File: src/rtl/mem_arbiter_if.sv
// mem_arbiter_if
//   Bundles every handshake and bus signal of the memory arbiter: the CPU
//   request port, the DMA/program-loader request port, the single-port RAM
//   port and the busy flag.
//   Modports:
//     slave  - the arbiter side (takes requests and ram_rdata, drives acks,
//              read data, the RAM strobe/address/data and busy)
//     master - the environment side (requesters plus the RAM itself)
//   Parameters:
//     ADDR_W  RAM word-address width
//     DATA_W  data width

interface mem_arbiter_if #(
   parameter int ADDR_W = 9,
   parameter int DATA_W = 32
);

   // CPU memory path (MAR/MDR sequencing)
   logic              cpu_req;
   logic              cpu_we;
   logic [ADDR_W-1:0] cpu_addr;
   logic [DATA_W-1:0] cpu_wdata;
   logic              cpu_ack;
   logic [DATA_W-1:0] cpu_rdata;

   // DMA / program-loader port
   logic              dma_req;
   logic              dma_we;
   logic [ADDR_W-1:0] dma_addr;
   logic [DATA_W-1:0] dma_wdata;
   logic              dma_ack;
   logic [DATA_W-1:0] dma_rdata;

   // Single-port synchronous RAM
   logic              ram_en;
   logic              ram_we;
   logic [ADDR_W-1:0] ram_addr;
   logic [DATA_W-1:0] ram_wdata;
   logic [DATA_W-1:0] ram_rdata;

   // Arbiter status
   logic              busy;

   modport slave (
      input  cpu_req, cpu_we, cpu_addr, cpu_wdata,
      output cpu_ack, cpu_rdata,
      input  dma_req, dma_we, dma_addr, dma_wdata,
      output dma_ack, dma_rdata,
      output ram_en, ram_we, ram_addr, ram_wdata,
      input  ram_rdata,
      output busy
   );

   modport master (
      output cpu_req, cpu_we, cpu_addr, cpu_wdata,
      input  cpu_ack, cpu_rdata,
      output dma_req, dma_we, dma_addr, dma_wdata,
      input  dma_ack, dma_rdata,
      input  ram_en, ram_we, ram_addr, ram_wdata,
      output ram_rdata,
      input  busy
   );

endinterface

File: src/rtl/mem_arbiter.sv
// mem_arbiter
//   Shares one single-port synchronous RAM between the CPU memory path and
//   the DMA/program-loader port. One access is in flight at a time; when
//   both ports request in the same IDLE cycle the port that did not win
//   last time is granted (round-robin). Each access is sequenced as
//   IDLE -> ISSUE -> (WAIT x RD_LAT for reads) -> DONE, and the winner gets a
//   one-cycle ack in DONE plus registered read data for reads.
//   Ports:
//     clk   system clock, all state on the rising edge
//     rst   synchronous active-high reset, abandons any in-flight access
//     bus   mem_arbiter_if.slave: CPU port, DMA port, RAM port, busy
//   Parameters:
//     ADDR_W  RAM word-address width (512 words by default)
//     DATA_W  data width
//     RD_LAT  RAM read latency in cycles, legal 1..4

module mem_arbiter #(
   parameter int ADDR_W = 9,
   parameter int DATA_W = 32,
   parameter int RD_LAT = 1
) (
   input  logic          clk,
   input  logic          rst,
   mem_arbiter_if.slave  bus
);

   localparam int CNT_W = 3;

   typedef enum logic [1:0] {
      IDLE  = 2'd0,
      ISSUE = 2'd1,
      WAIT  = 2'd2,
      DONE  = 2'd3
   } state_t;

   typedef enum logic {
      OWN_CPU = 1'b0,
      OWN_DMA = 1'b1
   } owner_t;

   state_t            state;
   owner_t            owner;
   owner_t            last_gnt;
   logic [CNT_W-1:0]  cnt;

   logic              cpu_ack_q;
   logic              dma_ack_q;
   logic [DATA_W-1:0] cpu_rdata_q;
   logic [DATA_W-1:0] dma_rdata_q;
   logic              ram_en_q;
   logic              ram_we_q;
   logic [ADDR_W-1:0] ram_addr_q;
   logic [DATA_W-1:0] ram_wdata_q;
   logic              busy_q;

   logic              grant_any;
   owner_t            grant_own;
   logic              gnt_we;
   logic [ADDR_W-1:0] gnt_addr;
   logic [DATA_W-1:0] gnt_wdata;

   // Arbitration decision, only acted on while IDLE. A tie goes to the
   // port that was not granted last, so sustained contention alternates.
   // Requests seen while busy are not remembered; the FSM simply does not
   // look at this logic outside IDLE.
   always_comb begin
      grant_any = bus.cpu_req | bus.dma_req;
      grant_own = OWN_CPU;
      if (bus.cpu_req && bus.dma_req) begin
         grant_own = (last_gnt == OWN_CPU) ? OWN_DMA : OWN_CPU;
      end else if (bus.dma_req) begin
         grant_own = OWN_DMA;
      end
      if (grant_own == OWN_DMA) begin
         gnt_we    = bus.dma_we;
         gnt_addr  = bus.dma_addr;
         gnt_wdata = bus.dma_wdata;
      end else begin
         gnt_we    = bus.cpu_we;
         gnt_addr  = bus.cpu_addr;
         gnt_wdata = bus.cpu_wdata;
      end
   end

   // Access sequencer. All outputs are registered here so that each one
   // changes exactly on the state transition it belongs to.
   // The ram_we/ram_addr/ram_wdata registers are loaded on the grant edge
   // and double as the latched copy of the winning request; ram_we_q is
   // still valid in ISSUE to decide between the write and read paths, and
   // all three are cleared when leaving ISSUE so the RAM bus reads zero
   // whenever ram_en is low.
   always_ff @(posedge clk) begin
      if (rst) begin
         state       <= IDLE;
         owner       <= OWN_CPU;
         last_gnt    <= OWN_DMA;
         cnt         <= '0;
         cpu_ack_q   <= 1'b0;
         dma_ack_q   <= 1'b0;
         cpu_rdata_q <= '0;
         dma_rdata_q <= '0;
         ram_en_q    <= 1'b0;
         ram_we_q    <= 1'b0;
         ram_addr_q  <= '0;
         ram_wdata_q <= '0;
         busy_q      <= 1'b0;
      end else begin
         case (state)
            IDLE: begin
               if (grant_any) begin
                  owner       <= grant_own;
                  last_gnt    <= grant_own;
                  ram_en_q    <= 1'b1;
                  ram_we_q    <= gnt_we;
                  ram_addr_q  <= gnt_addr;
                  ram_wdata_q <= gnt_wdata;
                  busy_q      <= 1'b1;
                  state       <= ISSUE;
               end
            end

            ISSUE: begin
               ram_en_q    <= 1'b0;
               ram_we_q    <= 1'b0;
               ram_addr_q  <= '0;
               ram_wdata_q <= '0;
               if (ram_we_q) begin
                  cpu_ack_q <= (owner == OWN_CPU);
                  dma_ack_q <= (owner == OWN_DMA);
                  state     <= DONE;
               end else begin
                  cnt   <= CNT_W'(RD_LAT - 1);
                  state <= WAIT;
               end
            end

            // ram_rdata becomes valid RD_LAT cycles after ISSUE, which is
            // the WAIT cycle where cnt has reached zero.
            WAIT: begin
               if (cnt == '0) begin
                  if (owner == OWN_DMA) begin
                     dma_rdata_q <= bus.ram_rdata;
                  end else begin
                     cpu_rdata_q <= bus.ram_rdata;
                  end
                  cpu_ack_q <= (owner == OWN_CPU);
                  dma_ack_q <= (owner == OWN_DMA);
                  state     <= DONE;
               end else begin
                  cnt <= cnt - 1'b1;
               end
            end

            DONE: begin
               cpu_ack_q <= 1'b0;
               dma_ack_q <= 1'b0;
               busy_q    <= 1'b0;
               state     <= IDLE;
            end

            default: begin
               state <= IDLE;
            end
         endcase
      end
   end

   assign bus.cpu_ack   = cpu_ack_q;
   assign bus.dma_ack   = dma_ack_q;
   assign bus.cpu_rdata = cpu_rdata_q;
   assign bus.dma_rdata = dma_rdata_q;
   assign bus.ram_en    = ram_en_q;
   assign bus.ram_we    = ram_we_q;
   assign bus.ram_addr  = ram_addr_q;
   assign bus.ram_wdata = ram_wdata_q;
   assign bus.busy      = busy_q;

   // Structural invariants of the sequencer
   a_single_ack: assert property (@(posedge clk) disable iff (rst)
      !(cpu_ack_q && dma_ack_q));
   a_en_in_issue: assert property (@(posedge clk) disable iff (rst)
      ram_en_q |-> (state == ISSUE));
   a_ack_in_done: assert property (@(posedge clk) disable iff (rst)
      (cpu_ack_q || dma_ack_q) |-> (state == DONE));

endmodule
File: src/flat_wrapper.sv
// flat-port wrapper written by rule: the top's interface ports become plain ports
module mem_arbiter_flat 
#(
   parameter int ADDR_W = 9,
   parameter int DATA_W = 32,
   parameter int RD_LAT = 1
)
  (clk, rst, bus_cpu_req, bus_cpu_we, bus_cpu_addr, bus_cpu_wdata, bus_cpu_ack, bus_cpu_rdata, bus_dma_req, bus_dma_we, bus_dma_addr, bus_dma_wdata, bus_dma_ack, bus_dma_rdata, bus_ram_en, bus_ram_we, bus_ram_addr, bus_ram_wdata, bus_ram_rdata, bus_busy);
  mem_arbiter_if #(.ADDR_W(ADDR_W), .DATA_W(DATA_W)) bus_i ();
  input  logic clk;
  input  logic rst;
  input wire logic [$bits(bus_i.cpu_req)-1:0] bus_cpu_req;
  input wire logic [$bits(bus_i.cpu_we)-1:0] bus_cpu_we;
  input wire logic [$bits(bus_i.cpu_addr)-1:0] bus_cpu_addr;
  input wire logic [$bits(bus_i.cpu_wdata)-1:0] bus_cpu_wdata;
  output wire logic [$bits(bus_i.cpu_ack)-1:0] bus_cpu_ack;
  output wire logic [$bits(bus_i.cpu_rdata)-1:0] bus_cpu_rdata;
  input wire logic [$bits(bus_i.dma_req)-1:0] bus_dma_req;
  input wire logic [$bits(bus_i.dma_we)-1:0] bus_dma_we;
  input wire logic [$bits(bus_i.dma_addr)-1:0] bus_dma_addr;
  input wire logic [$bits(bus_i.dma_wdata)-1:0] bus_dma_wdata;
  output wire logic [$bits(bus_i.dma_ack)-1:0] bus_dma_ack;
  output wire logic [$bits(bus_i.dma_rdata)-1:0] bus_dma_rdata;
  output wire logic [$bits(bus_i.ram_en)-1:0] bus_ram_en;
  output wire logic [$bits(bus_i.ram_we)-1:0] bus_ram_we;
  output wire logic [$bits(bus_i.ram_addr)-1:0] bus_ram_addr;
  output wire logic [$bits(bus_i.ram_wdata)-1:0] bus_ram_wdata;
  input wire logic [$bits(bus_i.ram_rdata)-1:0] bus_ram_rdata;
  output wire logic [$bits(bus_i.busy)-1:0] bus_busy;
  assign bus_i.cpu_req = bus_cpu_req;
  assign bus_i.cpu_we = bus_cpu_we;
  assign bus_i.cpu_addr = bus_cpu_addr;
  assign bus_i.cpu_wdata = bus_cpu_wdata;
  assign bus_cpu_ack = bus_i.cpu_ack;
  assign bus_cpu_rdata = bus_i.cpu_rdata;
  assign bus_i.dma_req = bus_dma_req;
  assign bus_i.dma_we = bus_dma_we;
  assign bus_i.dma_addr = bus_dma_addr;
  assign bus_i.dma_wdata = bus_dma_wdata;
  assign bus_dma_ack = bus_i.dma_ack;
  assign bus_dma_rdata = bus_i.dma_rdata;
  assign bus_ram_en = bus_i.ram_en;
  assign bus_ram_we = bus_i.ram_we;
  assign bus_ram_addr = bus_i.ram_addr;
  assign bus_ram_wdata = bus_i.ram_wdata;
  assign bus_i.ram_rdata = bus_ram_rdata;
  assign bus_busy = bus_i.busy;
  mem_arbiter #(.ADDR_W(ADDR_W), .DATA_W(DATA_W), .RD_LAT(RD_LAT)) u_core (.clk(clk), .rst(rst), .bus(bus_i));
endmodule
File: config.mk
export PLATFORM = sky130hd
export DESIGN_NAME = mem_arbiter_flat
export DESIGN_NICKNAME = d
export VERILOG_FILES = /design/src/rtl/mem_arbiter_if.sv /design/src/rtl/mem_arbiter.sv /design/src/flat_wrapper.sv
export SDC_FILE = /design/constraint.sdc
export NUM_CORES = 1
export LEC_CHECK = 0
export CELL_PAD_IN_SITES_DETAIL_PLACEMENT = 0
export CELL_PAD_IN_SITES_GLOBAL_PLACEMENT = 1
export CORE_UTILIZATION = 31
export DETAILED_ROUTE_END_ITERATION = 8
export PLACE_DENSITY = 0.84
export SYNTH_ARGS = -nofsm -noshare
export SYNTH_HDL_FRONTEND = slang
export SYNTH_SLANG_ARGS = --single-unit
File: constraint.sdc
create_clock -name clk -period 2.7 [get_ports clk]
set_clock_uncertainty 0.05 [all_clocks]
set_input_delay 0.54 -clock clk [delete_from_list [all_inputs] [get_ports clk]]
set_output_delay 0.54 -clock clk [all_outputs]
set_load 0.03 [all_outputs]
==> metrics.txt <==
status complete, no violations; final WL 13.9 mm; CTS Buf Count 17; Arr. time, crit path approximately 2.6 ns; cell row count 43; Via density between 4 and 5; most common cell after layout, fill and taps aside clkdlybuf4s50_1; worst skew pair latency 0.41 ns; final hold violations 0; fin area 7540 um2; Peak VDD IR 421 uV; Die Area 15200 um2; peak per-stage delay on the critical path 0.91 ns; post-CTS setup buffer count 0; DRC viols 0; Seq/Total Area, Yosys 51.3%; most frequent cells in the layout clkdlybuf4s50_1, nand2_1, dfxtp_1; overall die height 123 um; Critical-path top delay cell or2_1; Layout area overhead 65.2%; H-tree depth 4; Netlist Area Pre-Place roughly 4600 um2; Boundary Pins 230; setup TNS 0 ns; hold buffer count at cts 0; grt ovf 0; detailed-route via count approximately 4.3k; Static Leak about 2.7 nW; Routability Congestion roughly 0.8; Avg Synthesized Cell Area 9.26 um2; critical path endpoint category flip-flop; Mapped Nets 621; die width roughly 120 um; hold crit path type reg -> reg; period utilization 86.7%; clock transition at the registers of the reported paths 0.05 ns; met2 WL about 7.2 mm; placed cell area 6980 um2; CTS root buf clkbuf_16; worst path cell trace inv_1, ha_1, nand3b_2, or2_1, nand2_1, a21oi_1; largest net degree at the start of global routing 77; Req. time, crit path 2.98 ns; Max Slew Vio Count 0; CP max FO 32; Max Freq 427 MHz; Synth warnings 0; DR WL/cell 15.4 um; PwrDens 907 nW/um2; DR pass1 iterations 4; total track usage between 10% and 20%; IO Port Bufs 229; core area ~14000 um2; met3 wire length 605 um; DP HPWL 10.0 mm; Cells after Synth 493; Top Metal Used met4; Metal-1 WL around 5.8 mm; drt initial violations 207; Routed Antenna Nets 0; CTS tree done; diode count 0; # setup viols final 0; Unique masters post-synth 32; Rel. slew slack about a fifth; maxcap violations 0; share of cells above drive strength 1 6.33%; first-pass GRT wire length 21.3 mm; initial antenna violation count 0; Final Util between 50% and 60%; Resized cells post-CTS 0; fillers 1269; worst-margin pin slew 1.18 ns; Seq cells post-synth 117; CTS Sinks 117; placed cell count about 900; fin cells ~910; final hold slack about 0.40 ns; crit path launch type flip-flop; Period minus WS final 2.34 ns; Final #Nets 842; Initial Utilization roughly a third; critical path type reg -> reg; RSZ-0062 raised after global routing no; worst-case clock buffer depth 2; vias in the first global route about 4.2k
-- where the power goes --
part / switching (W) / total [W] / internal, W
Combinational: 0.00146 / 0.00250 / 0.00103
Sequential: 0.000183 / 0.00224 / 0.00205
Clock: 0.000753 / 0.00210 / 0.00135
Total: 0.00240 / 0.00684 / 0.00444
-- kinds of logic (layout without fill, tap and decap cells) --
group,Yosys count,count (layout),synth area share (%)
flip-flops,117,117,51.3
adder cells (fa/ha/maj),8,8,2.19
AO/OA/AOI/OAI,122,122,17.5
multiplexers,45,45,9.87
AND/OR/NAND/NOR,158,158,14.0
buffers and inverters,43,277,5.05
-- worst max-delay path, delay by kind of cell, from the launching register on --
family / cells / cell delay [ns]
simple gates: 3 / 1.22
flops: 1 / 0.39
fa+ha+maj: 1 / 0.29
compound gates: 1 / 0.18
buf+inv: 1 / 0.13
-- metrics by stage --
step | worst slack [ns] | power (W)
6_report | 0.358 | 0.00684
4_1_cts | 0.363 | 0.00692
3_5_place_dp | 0.379 | 0.00478
5_1_grt | 0.125 | 0.00719
2_1_floorplan | 1.07 | 0.00375
3_3_place_gp | 0.487 | 0.00472
-- synthesized netlist by cell type --
library cell,number,area (um2)
nand2_1,131,492
dfxtp_1,117,2340
a21oi_1,67,335
mux2i_1,45,450
o2bb2ai_1,41,359
buf_2,19,95.1
nor2_1,13,48.8
clkbuf_1,9,33.8
ha_1,8,100
inv_1,7,26.3
buf_4,4,30.0
buf_6,4,45.0
nand2b_1,3,18.8
nor2_2,3,18.8
a211oi_1,2,15.0
a221oi_1,2,17.5
a22oi_1,2,15.0
o21ai_0,2,10.0
a21boi_0,1,7.51
a21boi_1,1,7.51
a221o_1,1,10.0
a2bb2oi_1,1,8.76
nand3_1,1,5.00
nand3b_2,1,11.3
nand4_1,1,6.26
nor2b_1,1,6.26
nor3b_2,1,12.5
nor4b_1,1,8.76
o21ai_1,1,5.00
o32ai_1,1,8.76
or2_1,1,6.26
or3_1,1,6.26
-- routing by layer --
metal / vias up / GRT usage, %
met5: - / 0
met4: 0 / 8.66
met3: 17 / 3.23
met2: 108 / 32.7
met1: 1994 / 21.2
li1: 2136 / -
-- cell type report --
type / count / area (um2) / share of cell area, %
tap: 180 / 225 / 2.99
sequential: 117 / 2340 / 31.1
timing repair buffer: 238 / 2380 / 31.6
clock inverter: 9 / 76.3 / 1.01
clock buffer: 23 / 488 / 6.47
multi-input combinational: 333 / 2000 / 26.6
inverter: 7 / 26.3 / 0.348
-- final timing paths --
path | startpoint | to | slack (ns) | depth (start not counted)
hold reg to reg | u_core.bus.dma_rdata[21] | u_core.bus.dma_rdata[21] | 0.40 | 2
hold / removal | u_core.bus.dma_rdata[21] | u_core.bus.dma_rdata[21] | 0.40 | 2
setup / recovery | u_core.state[0] | u_core.bus.dma_rdata[11] | 0.36 | 6
setup reg to reg | u_core.state[0] | u_core.bus.dma_rdata[11] | 0.36 | 6
-- flip-flops by register name, summed over array words and instances, names as in the netlist --
register              flops
u_core.last_gnt           1
u_core.bus.dma_ack        1
u_core.bus.busy           1
u_core.bus.dma_rdata     32
u_core.owner              1
u_core.bus.ram_en         1
u_core.cnt                3
u_core.state              2
u_core.bus.ram_we         1
u_core.bus.cpu_ack        1
u_core.bus.ram_wdata     32
u_core.bus.ram_addr       9
u_core.bus.cpu_rdata     32
(Power assumes the default switching activity.)
